File: config.mk
export PLATFORM = sky130hd
export DESIGN_NAME = hsi_slave
export DESIGN_NICKNAME = d
export VERILOG_FILES = /design/src/rtl/hsi_pkg.sv /design/src/rtl/hsi_s_rx_dec.sv /design/src/rtl/hsi_slave.sv
export SDC_FILE = /design/constraint.sdc
export NUM_CORES = 1
export LEC_CHECK = 0
export ABC_AREA = 1
export ABC_CLOCK_PERIOD_IN_PS = 2800
export CORE_AREA = 2 2 76 78
export DETAILED_ROUTE_END_ITERATION = 8
export DIE_AREA = 0 0 78 80
export MAX_ROUTING_LAYER = met4
export PLACE_DENSITY_LB_ADDON = 0.05
export SLEW_MARGIN = 20
export SYNTH_ARGS = -nofsm -noshare
export SYNTH_HDL_FRONTEND = slang
export SYNTH_HIERARCHICAL = 1
export SYNTH_SLANG_ARGS = --single-unit
File: constraint.sdc
create_clock -name clk -period 2.8 [get_ports clk]
set_clock_uncertainty 0.1 [all_clocks]
set_input_delay 0.42 -clock clk [delete_from_list [all_inputs] [get_ports clk]]
set_output_delay 0.42 -clock clk [all_outputs]
set_load 0.005 [all_outputs]
File: src/rtl/hsi_pkg.sv
// Constants and state encodings for the HSI serial link, shared by the
// slave and master sides.
package hsi_pkg;

  localparam int BIT_CLKS_DEF = 8;   // clk cycles per line bit
  localparam int FRAME_BITS   = 10;  // start + 8 data + parity
  localparam int GAP_BITS     = 2;   // idle bits after each transmitted frame

  typedef enum logic [1:0] {
    TX_IDLE = 2'd0,
    TX_SEND = 2'd1,
    TX_GAP  = 2'd2
  } tx_state_t;

  typedef enum logic [1:0] {
    RX_ARM_WAIT = 2'd0,
    RX_ARMED    = 2'd1,
    RX_RECV     = 2'd2
  } rx_state_t;

  // Parity bit that makes the count of ones in data plus parity odd.
  function automatic logic odd_par(input logic [7:0] d);
    return ~^d;
  endfunction

endpackage

File: src/rtl/hsi_s_rx_dec.sv
// Manchester command receiver: synchronizes both com lines, waits for a quiet
// line before arming, samples each bit twice and checks code and parity.
module hsi_s_rx_dec
  import hsi_pkg::*;
#(
  parameter int BIT_CLKS = BIT_CLKS_DEF
) (
  input  logic       clk,
  input  logic       rst,
  input  logic       com_src,
  input  logic       com1,
  input  logic       com2,
  output logic [7:0] q,
  output logic       q_rdy,
  output logic       rx_err
);

  localparam int PW = $clog2(BIT_CLKS);
  localparam int BW = $clog2(FRAME_BITS);
  localparam logic [PW-1:0] PH_ONE  = PW'(1);
  localparam logic [PW-1:0] PH_LAST = PW'(BIT_CLKS - 1);
  localparam logic [PW-1:0] PH_S1   = PW'(BIT_CLKS / 4);
  localparam logic [PW-1:0] PH_S2   = PW'(3 * BIT_CLKS / 4);
  localparam logic [BW-1:0] BIT_ONE = BW'(1);
  localparam logic [BW-1:0] BIT_PAR = BW'(FRAME_BITS - 1);

  rx_state_t       state, state_next;
  logic [1:0]      c1_sync, c2_sync;
  logic            src_q, sel, line;
  logic [PW-1:0]   zero_cnt, phase;
  logic [BW-1:0]   bit_idx;
  logic            h1, par_acc;
  logic [7:0]      shreg;
  logic            at_s1, at_s2, code_err, frame_end;

  // Both lines are synchronized so the selection can move without a re-sync delay.
  always_ff @(posedge clk) begin
    if (rst) begin
      c1_sync <= '0;
      c2_sync <= '0;
    end else begin
      c1_sync <= {c1_sync[0], com1};
      c2_sync <= {c2_sync[0], com2};
    end
  end

  // The source is frozen for the duration of a frame.
  assign sel  = (state == RX_RECV) ? src_q : com_src;
  assign line = sel ? c2_sync[1] : c1_sync[1];

  always_ff @(posedge clk) begin
    if (rst) state <= RX_ARM_WAIT;
    else     state <= state_next;
  end

  // NOTE: every signal driven from always_comb gets a default first, so no path leaves a latch.
  always_comb begin
    at_s1     = 1'b0;
    at_s2     = 1'b0;
    code_err  = 1'b0;
    frame_end = 1'b0;
    if (state == RX_RECV) begin
      at_s1     = (phase == PH_S1);
      at_s2     = (phase == PH_S2);
      code_err  = at_s2 && ((h1 == line) || (bit_idx == '0 && !h1));
      frame_end = at_s2 && (code_err || bit_idx == BIT_PAR);
    end
  end

  always_comb begin
    state_next = state;
    case (state)
      RX_ARM_WAIT: if (!line && zero_cnt == PH_LAST) state_next = RX_ARMED;
      RX_ARMED:    if (line) state_next = RX_RECV;
      RX_RECV:     if (frame_end) state_next = RX_ARM_WAIT;
      default:     state_next = RX_ARM_WAIT;
    endcase
  end

  // NOTE: sequential state uses non-blocking assignments so every flop sees pre-edge values.
  always_ff @(posedge clk) begin
    if (rst) begin
      zero_cnt <= '0;
      phase    <= '0;
      bit_idx  <= '0;
      h1       <= 1'b0;
      par_acc  <= 1'b0;
      shreg    <= '0;
      src_q    <= 1'b0;
      q        <= '0;
      q_rdy    <= 1'b0;
      rx_err   <= 1'b0;
    end else begin
      q_rdy  <= 1'b0;
      rx_err <= 1'b0;
      case (state)
        RX_ARM_WAIT: begin
          zero_cnt <= (line || zero_cnt == PH_LAST) ? '0 : zero_cnt + PH_ONE;
        end
        RX_ARMED: begin
          // The rising edge is count 0, so the first RECV cycle is count 1.
          phase   <= PH_ONE;
          bit_idx <= '0;
          par_acc <= 1'b0;
          src_q   <= com_src;
        end
        RX_RECV: begin
          phase <= (phase == PH_LAST) ? '0 : phase + PH_ONE;
          if (phase == PH_LAST) bit_idx <= bit_idx + BIT_ONE;
          if (at_s1) h1 <= line;
          if (at_s2 && !code_err && bit_idx != '0 && bit_idx != BIT_PAR) begin
            shreg   <= {shreg[6:0], h1};
            par_acc <= par_acc ^ h1;
          end
          if (frame_end) begin
            zero_cnt <= '0;
            if (code_err || !(par_acc ^ h1)) begin
              rx_err <= 1'b1;
            end else begin
              q     <= shreg;
              q_rdy <= 1'b1;
            end
          end
        end
        default: zero_cnt <= '0;
      endcase
    end
  end

endmodule

File: src/rtl/hsi_slave.sv
// HSI slave: Manchester command receiver plus a full-duplex data transmitter
// that sends one framed byte followed by an idle gap.
module hsi_slave
  import hsi_pkg::*;
#(
  parameter int BIT_CLKS = BIT_CLKS_DEF
) (
  input  logic       clk,
  input  logic       rst,
  input  logic       com_src,
  input  logic       com1,
  input  logic       com2,
  output logic [7:0] q,
  output logic       q_rdy,
  output logic       rx_err,
  input  logic [7:0] tx_d,
  input  logic       tx_vld,
  output logic       tx_rdy,
  output logic       dat1,
  output logic       dat2
);

  localparam int PW = $clog2(BIT_CLKS);
  localparam int BW = $clog2(FRAME_BITS);
  localparam int GW = $clog2(GAP_BITS * BIT_CLKS);
  localparam logic [PW-1:0] PH_ONE   = PW'(1);
  localparam logic [PW-1:0] PH_LAST  = PW'(BIT_CLKS - 1);
  localparam logic [PW-1:0] PH_HALF  = PW'(BIT_CLKS / 2);
  localparam logic [BW-1:0] BIT_ONE  = BW'(1);
  localparam logic [BW-1:0] BIT_LAST = BW'(FRAME_BITS - 1);
  localparam logic [GW-1:0] GAP_ONE  = GW'(1);
  localparam logic [GW-1:0] GAP_LAST = GW'(GAP_BITS * BIT_CLKS - 1);

  hsi_s_rx_dec #(.BIT_CLKS(BIT_CLKS)) u_rx (
    .clk     (clk),
    .rst     (rst),
    .com_src (com_src),
    .com1    (com1),
    .com2    (com2),
    .q       (q),
    .q_rdy   (q_rdy),
    .rx_err  (rx_err)
  );

  tx_state_t             state, state_next;
  logic [PW-1:0]         phase;
  logic [BW-1:0]         bit_idx;
  logic [GW-1:0]         gap_cnt;
  logic [FRAME_BITS-1:0] frame;
  logic                  accept, bit_end, line_out;

  assign accept  = (state == TX_IDLE) && tx_vld && tx_rdy;
  assign bit_end = (phase == PH_LAST);

  always_ff @(posedge clk) begin
    if (rst) state <= TX_IDLE;
    else     state <= state_next;
  end

  always_comb begin
    state_next = state;
    case (state)
      TX_IDLE: if (accept) state_next = TX_SEND;
      TX_SEND: if (bit_end && bit_idx == BIT_LAST) state_next = TX_GAP;
      TX_GAP:  if (gap_cnt == GAP_LAST) state_next = TX_IDLE;
      default: state_next = TX_IDLE;
    endcase
  end

  always_ff @(posedge clk) begin
    if (rst) begin
      phase   <= '0;
      bit_idx <= '0;
      gap_cnt <= '0;
      frame   <= '0;
      tx_rdy  <= 1'b0;
    end else begin
      // Registered so it stays low through reset and rises one edge after release.
      tx_rdy <= (state_next == TX_IDLE);
      case (state)
        TX_IDLE: begin
          if (accept) begin
            frame   <= {1'b1, tx_d, odd_par(tx_d)};
            phase   <= '0;
            bit_idx <= '0;
          end
        end
        TX_SEND: begin
          phase   <= bit_end ? '0 : phase + PH_ONE;
          gap_cnt <= '0;
          if (bit_end) begin
            bit_idx <= bit_idx + BIT_ONE;
            frame   <= {frame[FRAME_BITS-2:0], 1'b0};
          end
        end
        TX_GAP:  gap_cnt <= (gap_cnt == GAP_LAST) ? '0 : gap_cnt + GAP_ONE;
        default: gap_cnt <= '0;
      endcase
    end
  end

  // '1' is high-then-low, '0' is low-then-high; the line idles low.
  always_comb begin
    line_out = 1'b0;
    if (state == TX_SEND) line_out = frame[FRAME_BITS-1] ^ (phase >= PH_HALF);
  end

  assign dat1 = line_out;
  assign dat2 = line_out;

endmodule

=== Word level (Yosys, flattened, before mapping) ===
Index checks and enable logic that the tools add are counted.

* Input port bits: 14
* Latch bits: 0
* ROM bits: 0
* Memories: 0
* Output and inout port bits: 13
* Bits in registers: 61
* Word-level logic and storage cells: 126
* Memory bits (writable): 0

* Add/sub/neg operators: 6
* Bitwise gates (word level): 6
* Multipliers: 0
* Order comparisons: 1
* Eq/ne operators: 21
* Divide/modulo/power cells: 0
* Muxes and demuxes: 37
* Shift operators: 0
* Reduce and logical (&&, ||, !) cells: 36

{| class="wikitable"
|+ Operator list
! cell !! count
|-
| one-hot mux 4 bit (2 select lines) || 3
|-
| two-way mux 10 bit || 2
|-
| one-hot mux 10 bit (2 select lines) || 1
|-
| two-way mux 4 bit || 4
|-
| two-way mux 3 bit || 5
|-
| adder 4 x 1 -> 4 bit, second input constant || 3
|-
| equality test 3 bit, second input constant || 4
|-
| equality test 4 bit, second input constant || 3
|-
| two-way mux 2 bit || 6
|-
| one-hot mux 2 bit (3 select lines) || 2
|-
| one-hot mux 3 bit (2 select lines) || 2
|-
| AND reduction 2 bit || 6
|-
| logical AND 1 bit || 10
|-
| two-way mux 1 bit || 10
|-
| adder 3 x 1 -> 3 bit, second input constant || 3
|-
| one-hot mux 3 bit (3 select lines) || 1
|-
| AND reduction 3 bit || 3
|-
| inequality test 2 bit, second input constant || 4
|-
| XNOR reduction 8 bit || 1
|-
| logical NOT 2 bit || 3
|-
| inequality test 2 x 1 -> 1 bit, second input constant || 3
|-
| equality test 2 x 1 -> 1 bit, second input constant || 2
|-
| equality test 2 bit, second input constant || 2
|-
| logical NOT 1 bit || 4
|-
| 12 further kinds || 20
|}

=== Logic depth before layout (Yosys ltp) ===
* Word-level depth: 13
* Gate-level depth with buffers: 16
* Depth with buffers taken out: 15

=== Hierarchy ===
Netlist, hierarchy kept.

{| class="wikitable"
|+ By module, submodules not included
! module !! area each (um^2) !! seq. area each (um^2) !! instances !! cells an instance
|-
| hsi_s_rx_dec || 1,756.7 || 740.7 || 1 || 234
|-
| hsi_slave || 1,267.5 || 480.5 || 1 || 178
|}

=== Least setup slack after synthesis ===
OpenSTA, ideal clock, no wires.

* Kind: reg-to-reg
* From: register u_rx.state[0]
* To: register u_rx.q[2]
* Data required time: 2.588 ns
* Library setup time: 0.112 ns
* Buffers on the path: 2
* Arrival time: 1.723 ns
* Setup slack: 0.865 ns
* Stages on the path, launching flop included: 17
* Cell sequence: dfxtp_1 inv_1 ha_1 buf_6 inv_6 nand2_2 nand3_2 nand2_2 nand2_2 nand3_2 nand2_2 nand3_2 nor2_4 buf_8 nand2_2 nand2_1 nor2_2

* Longest elaborated chain between the ends: 10

{| class="wikitable"
|+ RTL lines
! item !! RTL line !! text
|-
| start: declaration || hsi_s_rx_dec.sv:27 || <nowiki>rx_state_t state, state_next;</nowiki>
|-
| start signal: assignment || hsi_s_rx_dec.sv:53 || <nowiki>else state <= state_next;</nowiki>
|-
| equality test 2 bit * || hsi_s_rx_dec.sv:48, hsi_s_rx_dec.sv:62, hsi_s_rx_dec.sv:96 ||
|-
| two-way mux 1 bit || hsi_s_rx_dec.sv:48 || <nowiki>assign sel = (state == RX_RECV) ? src_q : com_src;</nowiki>
|-
| two-way mux 1 bit || hsi_s_rx_dec.sv:49 || <nowiki>assign line = sel ? c2_sync[1] : c1_sync[1];</nowiki>
|-
| equality test 1 bit || hsi_s_rx_dec.sv:65 || <nowiki>code_err = at_s2 && ((h1 == line) || (bit_idx == '0 && !h1));</nowiki>
|-
| logical OR 1 bit || hsi_s_rx_dec.sv:65 ||
|-
| logical AND 1 bit || hsi_s_rx_dec.sv:65 ||
|-
| logical OR 1 bit or two-way mux 1 bit (tied branches) || hsi_s_rx_dec.sv:66, hsi_s_rx_dec.sv:62 ||
|-
| logical AND 1 bit or logical OR 1 bit (tied branches) || hsi_s_rx_dec.sv:66, hsi_s_rx_dec.sv:117 ||
|-
| two-way mux 1 bit or NOT 1 bit (tied branches) || -- ||
|-
| AND reduction 3 bit (no source line) * || -- ||
|-
| end signal: assignment || hsi_s_rx_dec.sv:120 || <nowiki>q <= shreg;</nowiki>
|-
| end: declaration || hsi_s_rx_dec.sv:13 || <nowiki>output logic [7:0] q,</nowiki>
|}

Every way passes the cells marked *; elsewhere a longest branch is shown, timed or not.
A chain may end at the register's enable or synchronous reset.

=== Final worst setup path ===
* From: register u_rx.state[0]
* To: register u_rx.q[6]

Same word-level chain as after synthesis.

==> flow_summary.toml <==
[hold_path]
whs_path_depth = 2
hold_start = "u_rx/c1_sync[0]"
hold_path_class = "reg2reg"

[layout]
syn_to_final_growth_pct = 18.1
antenna_cells = 0
mostFrequentLayoutCell = "nand2_1"
nNetsFinal = 470
drive_gt1_share_pct = 11.2
fill_cells = 488
layoutNonFillerInstCount = 517
final_cell_mix = "nand2_1 (91), dfxtp_1 (61), inv_1 (55), nor2_1 (42), a21oi_1 (34)"

[clocking]
clockBufferDepth = 2
worstSkewPairLatency_ns = 0.33
numCtsBuffers = 9
holdBufCountCts = 0
cts_tree = "built"
cts_resized = 0
cts-root-buf = "clkbuf_8"
postCtsSetupBuffers = 0
clkSinkCount = 61
htree_num_levels = 3
clkTransAtPathRegs_ns = 0.07

[route]
postRouteAntennaNets = 0
drtIter0Drc = 87
vias_per_cell = 4.95
wl_per_cell_um = 10.6
dr.pass1.iters = 4
wirelength_mm = 5.46
drc = 0
vias = 2559

[yosys]
synth_cell_type_count = 34
yosysSeqAreaShare_pct = 40.4
yosysTopAreaCell = "dfxtp_1"
synth-edff-count = 0
synth_nets = 442
syn_area_mm2 = 0.00302
netlist_instances = 412
synth_area_leaders = "dfxtp_1 (40%), nand2_1 (11%), inv_1 (6.8%)"
synth_ff_type = "dfxtp_1"
post-synth-top-area-fraction_pct = 40.4
synth-async-reset-ratio_pct = 0
ys_ff_latch = 61
avgSynthCellArea_um2 = 7.34
yosys_warnings = 6

[critical_path]
cp-end-kind = "flop"
crit_path_cell_trace = "inv_1 > ha_1 > nand2_1 > nand3_2 > nand2_2 > nand2_2 > nand3_2 > nand2_2 > nand3_2 > nor2_4 > nand2_1 > nand2_1 > nor2_1"
cp.arrival_ns = 2.53
reg2regPathDepth = 13
critPathSlowestCell = "ha_1"
cp_max_fo = 16
crit_start = "u_rx/state[0]"
critPathLaunchType = "flop"
cp.required_ns = 2.93
rr_startpoint = "u_rx/state[0]"
crit_type = "reg2reg"
critPathMaxStageDelay_ns = 0.47

[job]
cap_viol_max_count = 0

[sta]
period_minus_slack_ns = 2.40
slew_violations = 0
setup_tns_ns = 0
report.final.hold_viol_count = 0
rsz0062_at_grt = "no"
setup_violations = 0
hold_slack_ns = 0.303
setup_slack_ns = 0.397
relSlewSlack_pct = 63.7
max_clock_freq_mhz = 416
worst_pin_slew_ns = 0.542
period_share_pct = 85.8

[power_and_ir_drop]
leakage_uw = 0.00157
power_uw = 2480
ir_worst_vdd_mv = 0.499
power.density_mw_per_mm2 = 694

[placement]
dp.cells = 501
dp_slack_ns = 0.374
place_congestion = 0.741
hpwl_mm = 3.89
io_buffers = 26

[die]
core-area_mm2 = 0.00541
die_x_um = 78
rows = 27
design.portCount = 27
die_h_um = 80
start_util_pct = 55.9
die-area_mm2 = 0.00624

[grt]
grt_max_degree = 26
gr-usage-all-layers_pct = 20.3
grt_pass1_wl_mm = 9.79
antenna_found_initial = 0
grt_overflow = 0
grt_pass1_vias = 2306

[outcome]
status = "completed"
==> worst max-delay path: cells and delay by family (launching register included) <==
| kind | cells | cell delay (ns) |
|---|---|---|
| adder cells (fa/ha/maj) | 1 | 0.47 |
| buffers and inverters | 1 | 0.08 |
| AND/OR/NAND/NOR | 11 | 1.32 |
| flip-flops | 1 | 0.33 |
==> cell usage after synthesis, types with 4 or more instances <==
cell type  instances
inv_1             55
nand2_1           91
o21ai_0           19
a31oi_1            8
nand2_2            8
dfxtp_1           61
nor2_2            10
clkbuf_1           5
nand3_2            4
nor2_1            42
o21ai_1            9
ha_1              16
nor3_1             4
nand3_1           15
a21oi_1           34
==> path summary, 6_finish.rpt <==
path                          end  slack [ns]
setup / recovery        u_rx/q[6]        0.40
hold / removal    u_rx/c1_sync[1]        0.30
setup reg to reg        u_rx/q[6]        0.40
hold reg to reg   u_rx/c1_sync[1]        0.30
==> flip-flops by register name, indices dropped and copies added, names as in the netlist <==
register and flops:
gap_cnt 4, u_rx/par_acc 1, u_rx/state 2, u_rx/c1_sync 2
u_rx/phase 3, tx_rdy 1, u_rx/q_rdy 1, state 2
phase 3, u_rx/c2_sync 2, bit_idx 4, frame 10
u_rx/bit_idx 4, u_rx/shreg 8, u_rx/src_q 1, u_rx/q 8
u_rx/zero_cnt 3, u_rx/rx_err 1, u_rx/h1 1
==> power breakdown <==
part	switching [uW]	total [uW]	internal, uW
Clock	326	991	665
Sequential	42.5	975	932
Combinational	322	514	192
Total	691	2480	1790
==> cell families (layout without fill, tap and decap cells) <==
logic type      after synthesis  after routing  share of synthesized area, %
fa+ha+maj                    16             16                          6.62
buf+inv                      70            103                          10.3
compound gates               75             75                          13.2
simple gates                186            186                          28.3
flops                        61             61                          40.4
xor+xnor                      4              4                          1.16
==> stage by stage <==
| step | area [um^2] | util [%] |
|---|---|---|
| global route | 3570 | 66.1 |
| finish | 3570 | 66.1 |
| detailed placement | 3310 | 61.3 |
| floorplan | 3020 | - |
| CTS | 3570 | 66.1 |
| global placement | 3310 | 61.3 |
==> per-layer routing <==
metal	wire length, um	up-vias	track usage, %
met5	0	-	-
met1	2750	1132	25.2
met2	2400	51	30.5
li1	-	1369	-
met4	72	0	9.30
met3	235	7	6.33
==> area by class of cell <==
type	instances	area, um^2	share of cell area (%)
Multi-Input combinational cell	281	1490	41.8
Sequential cell	61	1220	34.2
Tap cell	72	90.1	2.52
Timing Repair Buffer	30	290	8.13
Clock buffer	13	169	4.73
Clock inverter	3	90.1	2.52
Inverter	57	219	6.13
(Power assumes the default switching activity.)
